File: src/rtl/adder_arbiter.sv
// Round-robin arbiter in front of one shared WIDTH-bit adder/subtractor.
// The winner's operands are added or subtracted, and the result goes into a one-entry output slot.
module adder_arbiter #(
  parameter int NUM_REQ = 3,
  parameter int WIDTH   = 32,
  parameter int ID_W    = $clog2(NUM_REQ)
) (
  input  logic                       clk,
  input  logic                       reset_n,
  input  logic [NUM_REQ-1:0]         req_valid,
  output logic [NUM_REQ-1:0]         req_ready,
  input  logic [NUM_REQ*WIDTH-1:0]   req_a,
  input  logic [NUM_REQ*WIDTH-1:0]   req_b,
  input  logic [NUM_REQ-1:0]         req_sub,
  output logic                       rsp_valid,
  input  logic                       rsp_ready,
  output logic [ID_W-1:0]            rsp_id,
  output logic [WIDTH-1:0]           rsp_sum,
  output logic                       rsp_cout,
  output logic                       rsp_ovf
);

  // Handshake: a beat moves on a clock edge when valid && ready are both high in the cycle before it.
  // A requester holds its valid and operands until it sees ready.
  // The slot drives rsp_* unchanged until rsp_ready takes the result.
  logic [ID_W-1:0]  ptr_q, ptr_d;
  logic             rsp_valid_q, rsp_valid_d;
  logic [ID_W-1:0]  rsp_id_q, rsp_id_d;
  logic [WIDTH-1:0] rsp_sum_q, rsp_sum_d;
  logic             rsp_cout_q, rsp_cout_d;
  logic             rsp_ovf_q, rsp_ovf_d;

  logic             slot_free;
  logic             any_valid;
  logic             transfer;
  logic [ID_W-1:0]  win_id;
  logic [ID_W-1:0]  idx_id;
  int               idx;
  logic [WIDTH-1:0] op_a, op_b, op_b_eff;
  logic             op_sub;
  logic [WIDTH:0]   full_sum;
  logic             ovf;

  assign slot_free = !rsp_valid_q || rsp_ready;

  // The search starts at ptr and wraps around. The first valid requester found wins.
  always_comb begin
    any_valid = 1'b0;
    win_id    = '0;
    idx       = 0;
    idx_id    = '0;
    for (int k = 0; k < NUM_REQ; k++) begin
      idx    = (int'(ptr_q) + k) % NUM_REQ;
      idx_id = ID_W'(idx);
      if (!any_valid && req_valid[idx_id]) begin
        any_valid = 1'b1;
        win_id    = idx_id;
      end
    end
  end

  always_comb begin
    req_ready = '0;
    if (any_valid && slot_free && reset_n) req_ready[win_id] = 1'b1;
  end

  assign transfer = |req_ready;

  assign op_a     = req_a[win_id*WIDTH +: WIDTH];
  assign op_b     = req_b[win_id*WIDTH +: WIDTH];
  assign op_sub   = req_sub[win_id];
  assign op_b_eff = op_sub ? ~op_b : op_b;
  assign full_sum = {1'b0, op_a} + {1'b0, op_b_eff} + {{WIDTH{1'b0}}, op_sub};
  assign ovf      = (op_a[WIDTH-1] == op_b_eff[WIDTH-1]) &&
                    (full_sum[WIDTH-1] != op_a[WIDTH-1]);

  always_comb begin
    ptr_d       = ptr_q;
    rsp_valid_d = rsp_valid_q;
    rsp_id_d    = rsp_id_q;
    rsp_sum_d   = rsp_sum_q;
    rsp_cout_d  = rsp_cout_q;
    rsp_ovf_d   = rsp_ovf_q;
    if (transfer) begin
      rsp_valid_d = 1'b1;
      rsp_id_d    = win_id;
      rsp_sum_d   = full_sum[WIDTH-1:0];
      rsp_cout_d  = full_sum[WIDTH];
      rsp_ovf_d   = ovf;
      ptr_d       = (win_id == ID_W'(NUM_REQ-1)) ? '0 : win_id + 1'b1;
    end else if (rsp_ready) begin
      rsp_valid_d = 1'b0;
    end
  end

  always_ff @(posedge clk or negedge reset_n) begin
    if (!reset_n) begin
      ptr_q       <= '0;
      rsp_valid_q <= 1'b0;
      rsp_id_q    <= '0;
      rsp_sum_q   <= '0;
      rsp_cout_q  <= 1'b0;
      rsp_ovf_q   <= 1'b0;
    end else begin
      ptr_q       <= ptr_d;
      rsp_valid_q <= rsp_valid_d;
      rsp_id_q    <= rsp_id_d;
      rsp_sum_q   <= rsp_sum_d;
      rsp_cout_q  <= rsp_cout_d;
      rsp_ovf_q   <= rsp_ovf_d;
    end
  end

  assign rsp_valid = rsp_valid_q;
  assign rsp_id    = rsp_id_q;
  assign rsp_sum   = rsp_sum_q;
  assign rsp_cout  = rsp_cout_q;
  assign rsp_ovf   = rsp_ovf_q;

endmodule

File: config.mk
export PLATFORM = sky130hd
export DESIGN_NAME = adder_arbiter
export DESIGN_NICKNAME = d
export VERILOG_FILES = /design/src/rtl/adder_arbiter.sv
export SDC_FILE = /design/constraint.sdc
export NUM_CORES = 1
export LEC_CHECK = 0
export BUFFER_PORTS_ARGS = -buffer_cell sky130_fd_sc_hd__buf_2
export CORE_MARGIN = 2
export CORE_UTILIZATION = 40
export DETAILED_ROUTE_END_ITERATION = 7
export GPL_TIMING_DRIVEN = 0
export PLACE_DENSITY_LB_ADDON = 0.25
export REMOVE_ABC_BUFFERS = 1
export SLEW_MARGIN = 20
export SYNTH_ARGS = -nofsm -noshare
export SYNTH_HDL_FRONTEND = slang
export SYNTH_SLANG_ARGS = --single-unit
File: constraint.sdc
create_clock -name clk -period 10.15 [get_ports clk]
set_clock_uncertainty 0.05 [all_clocks]
set_input_delay 1.015 -clock clk [delete_from_list [all_inputs] [get_ports clk]]
set_output_delay 1.015 -clock clk [all_outputs]
set_load 0.02 [all_outputs]
=== Yosys cells after proc, flatten, opt, wreduce, memory -nomap -nowiden ===
Cells that the tools add are included.

* Reduce and logical (&&, ||, !) cells: 12
* Muxes and demuxes: 21
* Bitwise logic cells: 1
* Eq/ne operators: 3
* Multipliers: 0
* Shift operators: 2
* $add $sub $neg: 5
* $lt $le $gt $ge: 5
* Divide/modulo/power cells: 3

{| class="wikitable"
|+ Operator list
! operator !! number
|-
| $shiftx A96 B8 Y32 || 2
|-
| $mod A32 B3 Y32 const B || 2
|-
| $add A32 B32 Y33 || 1
|-
| $add A33 B1 Y33 || 1
|-
| $mod A3 B3 Y32 const B || 1
|-
| $mux W32 || 1
|-
| $not A32 Y32 || 1
|-
| $lt A2 B3 Y1 const B || 4
|-
| $mux W1 || 10
|-
| $bmux W1 S2 || 4
|-
| $mux W2 || 4
|-
| $logic_and A1 B1 Y1 || 6
|-
| $add A2 B1 Y3 const B || 1
|-
| $add A2 B2 Y3 const B || 1
|-
| $logic_not A1 Y1 || 3
|-
| $mux W3 || 1
|-
| $reduce_or A3 Y1 || 1
|-
| $add A2 B1 Y2 const B || 1
|-
| $demux W1 S2 || 1
|-
| $eq A2 B2 Y1 const B || 1
|-
| $ge A2 B1 Y1 const B || 1
|-
| $reduce_bool A2 Y1 || 1
|-
| $eq A1 B1 Y1 || 1
|-
| $logic_or A1 B1 Y1 || 1
|-
| $ne A1 B1 Y1 || 1
|}

* Bits in read-only memories: 0
* Output and inout port bits: 40
* Flip-flop bits (word level): 39
* Bits in latches: 0
* Logic and storage cells: 58
* Memory bits (writable): 0
* Memories: 0
* Input bits: 201

=== Longest topological paths before layout ===
* Depth in word-level cells: 17
* Gate-level depth with buffers: 25
* Mapped depth without buffers: 21

=== Worst setup path after synthesis ===
OpenSTA, ideal clock, no wires.

* Path type: input to register
* Start: input req_valid[0]
* End: register rsp_sum_q[30], in the netlist rsp_sum[30]
* Library setup time: 0.133 ns
* Data arrival time: 5.955 ns
* Path buffers: 2
* Stages: 21
* Setup slack: 4.012 ns
* Required time: 9.967 ns
* Path through: mux2_4 > a21bo_4 > or2_4 > a31o_1 > and3_1 > or2_2 > clkbuf_1 > buf_1 > xor2_1 > fa_1 > a21o_1 > a21oi_1 > o21bai_1 > a2111oi_0 > nor4_1 > o2111ai_1 > a31oi_1 > or4_1 > a31oi_1 > xor2_1 > o21ai_0

* Word-level cells in the longest chain between the ends: 15
* Elaborated cells between the ends (all ways): 33
* Those cells by class: add/sub: 2; order compare: 2; shift: 2; mux: 18; bitwise: 1; reduce/logical: 8

{| class="wikitable"
|+ RTL lines
! element !! RTL line !! RTL
|-
| from (decl) || 10 || <nowiki>input logic [NUM_REQ-1:0] req_valid,</nowiki>
|-
| branches (longest 15 deep; another with $shiftx A96 B8 Y32) || -- ||
|-
| to (signal assigned) || 108 || <nowiki>rsp_sum_q <= rsp_sum_d;</nowiki>
|-
| to (decl) || 29 || <nowiki>logic [WIDTH-1:0] rsp_sum_q, rsp_sum_d;</nowiki>
|}

Parallel ways; which one is timed is not known. The select of a mux whose other input is x is not followed.
A chain may end at the register's enable or synchronous reset.

=== Final worst setup path ===
* Start: input req_valid[1]
* End: register rsp_cout_q, in the netlist rsp_cout

* Word-level cells in the longest chain between the ends: 15
* Elaborated cells between the ends (all ways): 33
* Those cells by class: add/sub: 2; order compare: 2; shift: 2; mux: 18; bitwise: 1; reduce/logical: 8

{| class="wikitable"
|+ RTL lines
! element !! RTL line !! RTL
|-
| branches (longest 15 deep; another with $shiftx A96 B8 Y32) || -- ||
|-
| to (signal assigned) || 109 || <nowiki>rsp_cout_q <= rsp_cout_d;</nowiki>
|-
| to (decl) || 30 || <nowiki>logic rsp_cout_q, rsp_cout_d;</nowiki>
|}

Parallel ways; which one is timed is not known. The select of a mux whose other input is x is not followed.

==> results.tsv <==
stage	metric	value	unit
setup_path	Crit path buffers/inverters	1	
floorplanning	boundary pin count	241	
final_layout	P&R area growth vs syn	32.3	%
setup_path	Worst setup SP type	input port	
clocking	clock slew at reported path FFs	0.06	ns
setup_path	crit-path leading delay family	compound AO/OA/AOI/OAI gates	
setup_path	crit-path cells	buf_2 -> mux2i_1 -> mux2i_1 -> a221oi_2 -> or2_4 -> and3_1 -> or2_2 -> xor2_1 -> fa_1 -> a21o_1 -> a21oi_1 -> o21bai_1 -> a2111oi_0 -> nor4_1 -> o2111ai_1 -> a31oi_1 -> or4_1 -> a31oi_1 -> nand3b_1 -> a31oi_1	
timing	Period minus WS final	7.48	ns
timing	Least-Margin Pin Slew	0.972	ns
logic_synthesis	Post-synth EDFFs	0	
floorplanning	Die Area	0.0133	mm2
setup_path	Crit path arrival time	7.54	ns
floorplanning	Die H	116	um
final_layout	ANT cells	0	
detailed_routing	vias	5615	
timing	fmax	134	MHz
clocking	clock buffer depth	2	
global_routing	initial antenna violation count	0	
setup_path	worst reg2reg startpoint	ptr_q[1]	
detailed_routing	Via density	5.21	
global_routing	Overall Global Routing Usage	21.6	%
clocking	CTS Buf Count	5	
setup_path	Worst path slowest cell	a2111oi_0	
logic_synthesis	ys async rst share	100	%
clocking	clk sinks	39	
logic_synthesis	most used flip-flop cell after synthesis	dfrtp_1	
timing	post-route setup slack	2.67	ns
placement	RD Place Congestion	0.858	
setup_path	crit path max fanout	37	
detailed_routing	Detail Route Antenna Nets	0	
timing	Final Max Slew Viols	0	
logic_synthesis	flops & latches, synth	39	
timing	Final Hold Vio Count	0	
clocking	CTS tree	yes	
timing	RSZ-0062 raised after global routing	no	
clocking	Resized Gates After CTS	0	
detailed_routing	drt first pass iters	4	
global_routing	vias in the first global route	5101	
setup_path	CP Class	input port to flip-flop	
clocking	Root Buffer Master	clkbuf_16	
setup_path	CP max stage delay	0.89	ns
clocking	CTS Hold Buffers Added	0	
final_layout	proportion of layout cells with a drive suffix above 1	29.9	%
detailed_routing	wire per inst	13.7	um
setup_path	worst reg2reg endpoint	rsp_cout	
floorplanning	Die Wd	116	um
setup_path	CP endpoint	rsp_cout	
logic_synthesis	Post-Syn Area	0.00497	mm2
clocking	H-Tree Depth	2	
clocking	post-CTS setup buffers	0	
setup_path	reg2reg path depth	21	
timing	worst hold margin	0.418	ns
detailed_routing	Iteration-0 DRC Markers	335	
floorplanning	row cnt	40	
worst_hold_path	Min-Delay Path Class	flip-flop to flip-flop	
setup_path	Setup crit end kind	flip-flop	
detailed_routing	drt drc	0	
final_layout	nets	1145	
placement	post-detail-place hpwl	11800	um
timing	fin crit share	73.7	%
setup_path	R2R setup slack	2.70	ns
global_routing	largest net degree at the start of global routing	42	
setup_path	Worst path depth	20	
detailed_routing	Routed Wire Length	14800	um
outcome	status	finished, final reports clean	
logic_synthesis	mean post-synth cell area	7.18	um2
placement	port bufs	240	
logic_synthesis	register area share after synthesis	19.6	%
logic_synthesis	Post-Synthesis Cells	693	
flow_run	max cap viols	0	
floorplanning	Starting Density	41.2	%
setup_path	CP Data Required Time	10.21	ns
placement	pre-CTS setup slack	2.38	ns
timing	final setup violation count	0	
setup_path	crit path launch	req_valid[1]	
logic_synthesis	synth unique cells	67	
floorplanning	core box area	0.0121	mm2
global_routing	total global routing overflow	0	
setup_path	CP dominant cell by count	a31oi_1	
logic_synthesis	warnings from Yosys	0	
timing	Max-slew headroom	33.5	%
global_routing	first-pass GRT wire length	23900	um
clocking	worst skew pair latency	0.28	ns
==> placed cells by master, fill, tap and decap left out, types with 12 or more instances in the layout <==
master and n:
a31oi_1 38, dfrtp_1 39, buf_2 240, mux2i_1 33
ha_1 35, xnor2_1 13, xor2_1 39, nor2_1 59
a21o_1 21, nand2_1 145, inv_1 12, o21ai_0 70
a21oi_1 33
==> layout make-up <==
type                    count  area, um2
repair buffers            248       1370
inverters                  12       45.0
well taps                 168        210
flip-flops and latches     39        976
fillers                  1241       5480
clock inverters             1       5.00
clock buffers               7        133
multi-input cells         602       3840
==> routing by layer <==
layer | global-route usage (%) | vias to the layer above | part of all wire (%)
met5 | 0 | - | 0
met4 | 4.18 | 0 | 1.3
met3 | 2.20 | 16 | 4.3
met2 | 37.9 | 159 | 49
met1 | 28.9 | 2539 | 46
li1 | - | 2901 | -
==> worst register-to-register path, delay by kind of cell, from the launching register on <==
family | cells | cell delay [ns]
AOI/OAI and AO/OA | 9 | 2.65
xor gates and xnor gates | 1 | 0.24
adders and majority gates | 2 | 0.75
buffers and inverters | 1 | 0.10
DFF | 1 | 0.39
muxes | 2 | 0.55
and+or+nand+nor | 6 | 2.55
==> metrics by stage <==
stage               TNS, ns  instance area (um2)  utilization, %  instances
CTS                       0                 6550            54.3       1076
global route              0                 6580            54.5       1077
detailed placement        0                 6410            53.2       1068
global placement      -1.89                 6220            51.6       1061
finish                    0                 6580            54.5       1077
floorplan                 0                 4810               -        653
==> cell usage after synthesis, types with 3 or more instances <==
master	instances	area (um2)
a211o_1	3	26.3
a21o_1	21	158
a21oi_1	33	165
a31oi_1	39	244
and2_1	3	18.8
and3_1	5	31.3
buf_1	3	11.3
clkbuf_1	34	128
dfrtp_1	39	976
ha_1	35	438
inv_1	12	45.0
mux2i_1	33	330
nand2_1	145	544
nand2b_1	6	37.5
nand3_1	9	45.0
nand4_1	10	62.6
nor2_1	61	229
nor3_1	4	20.0
o21a_1	5	37.5
o21ai_0	70	350
o21bai_1	9	67.6
o31ai_1	4	30.0
or3_1	4	25.0
xnor2_1	13	114
xor2_1	39	342
==> how the worst min path moves through the flow <==
stage / from / end / slack (ns) / cells past startpoint
global route: rsp_sum[4] / rsp_sum[4] / 0.45 / 2
finish: rsp_sum[1] / rsp_sum[1] / 0.42 / 2
floorplan: rsp_sum[1] / rsp_sum[1] / 0.54 / 2
CTS: rsp_sum[1] / rsp_sum[1] / 0.42 / 2
detailed placement: rsp_sum[1] / rsp_sum[1] / 0.41 / 2
global placement: rsp_sum[16] / rsp_sum[16] / 0.40 / 2
==> sequential cells by signal, indices dropped and copies added (netlist names) <==
register and cells:
rsp_cout 1, rsp_ovf 1, ptr_q 2, rsp_sum 32, rsp_id 2, rsp_valid 1
==> cells by family (layout without fill, tap and decap cells) <==
kind of cell	Yosys count	after routing	synth area share, %
muxes	36	36	7.40
xor gates and xnor gates	52	52	9.16
DFF	39	39	19.6
AOI/OAI and AO/OA	215	215	27.6
and+or+nand+nor	263	263	22.8
buffers and inverters	52	268	4.18
adders and majority gates	36	36	9.21
Power is not shown: default switching activity piles up to over one toggle a cycle in this logic, so the estimate is an artifact.
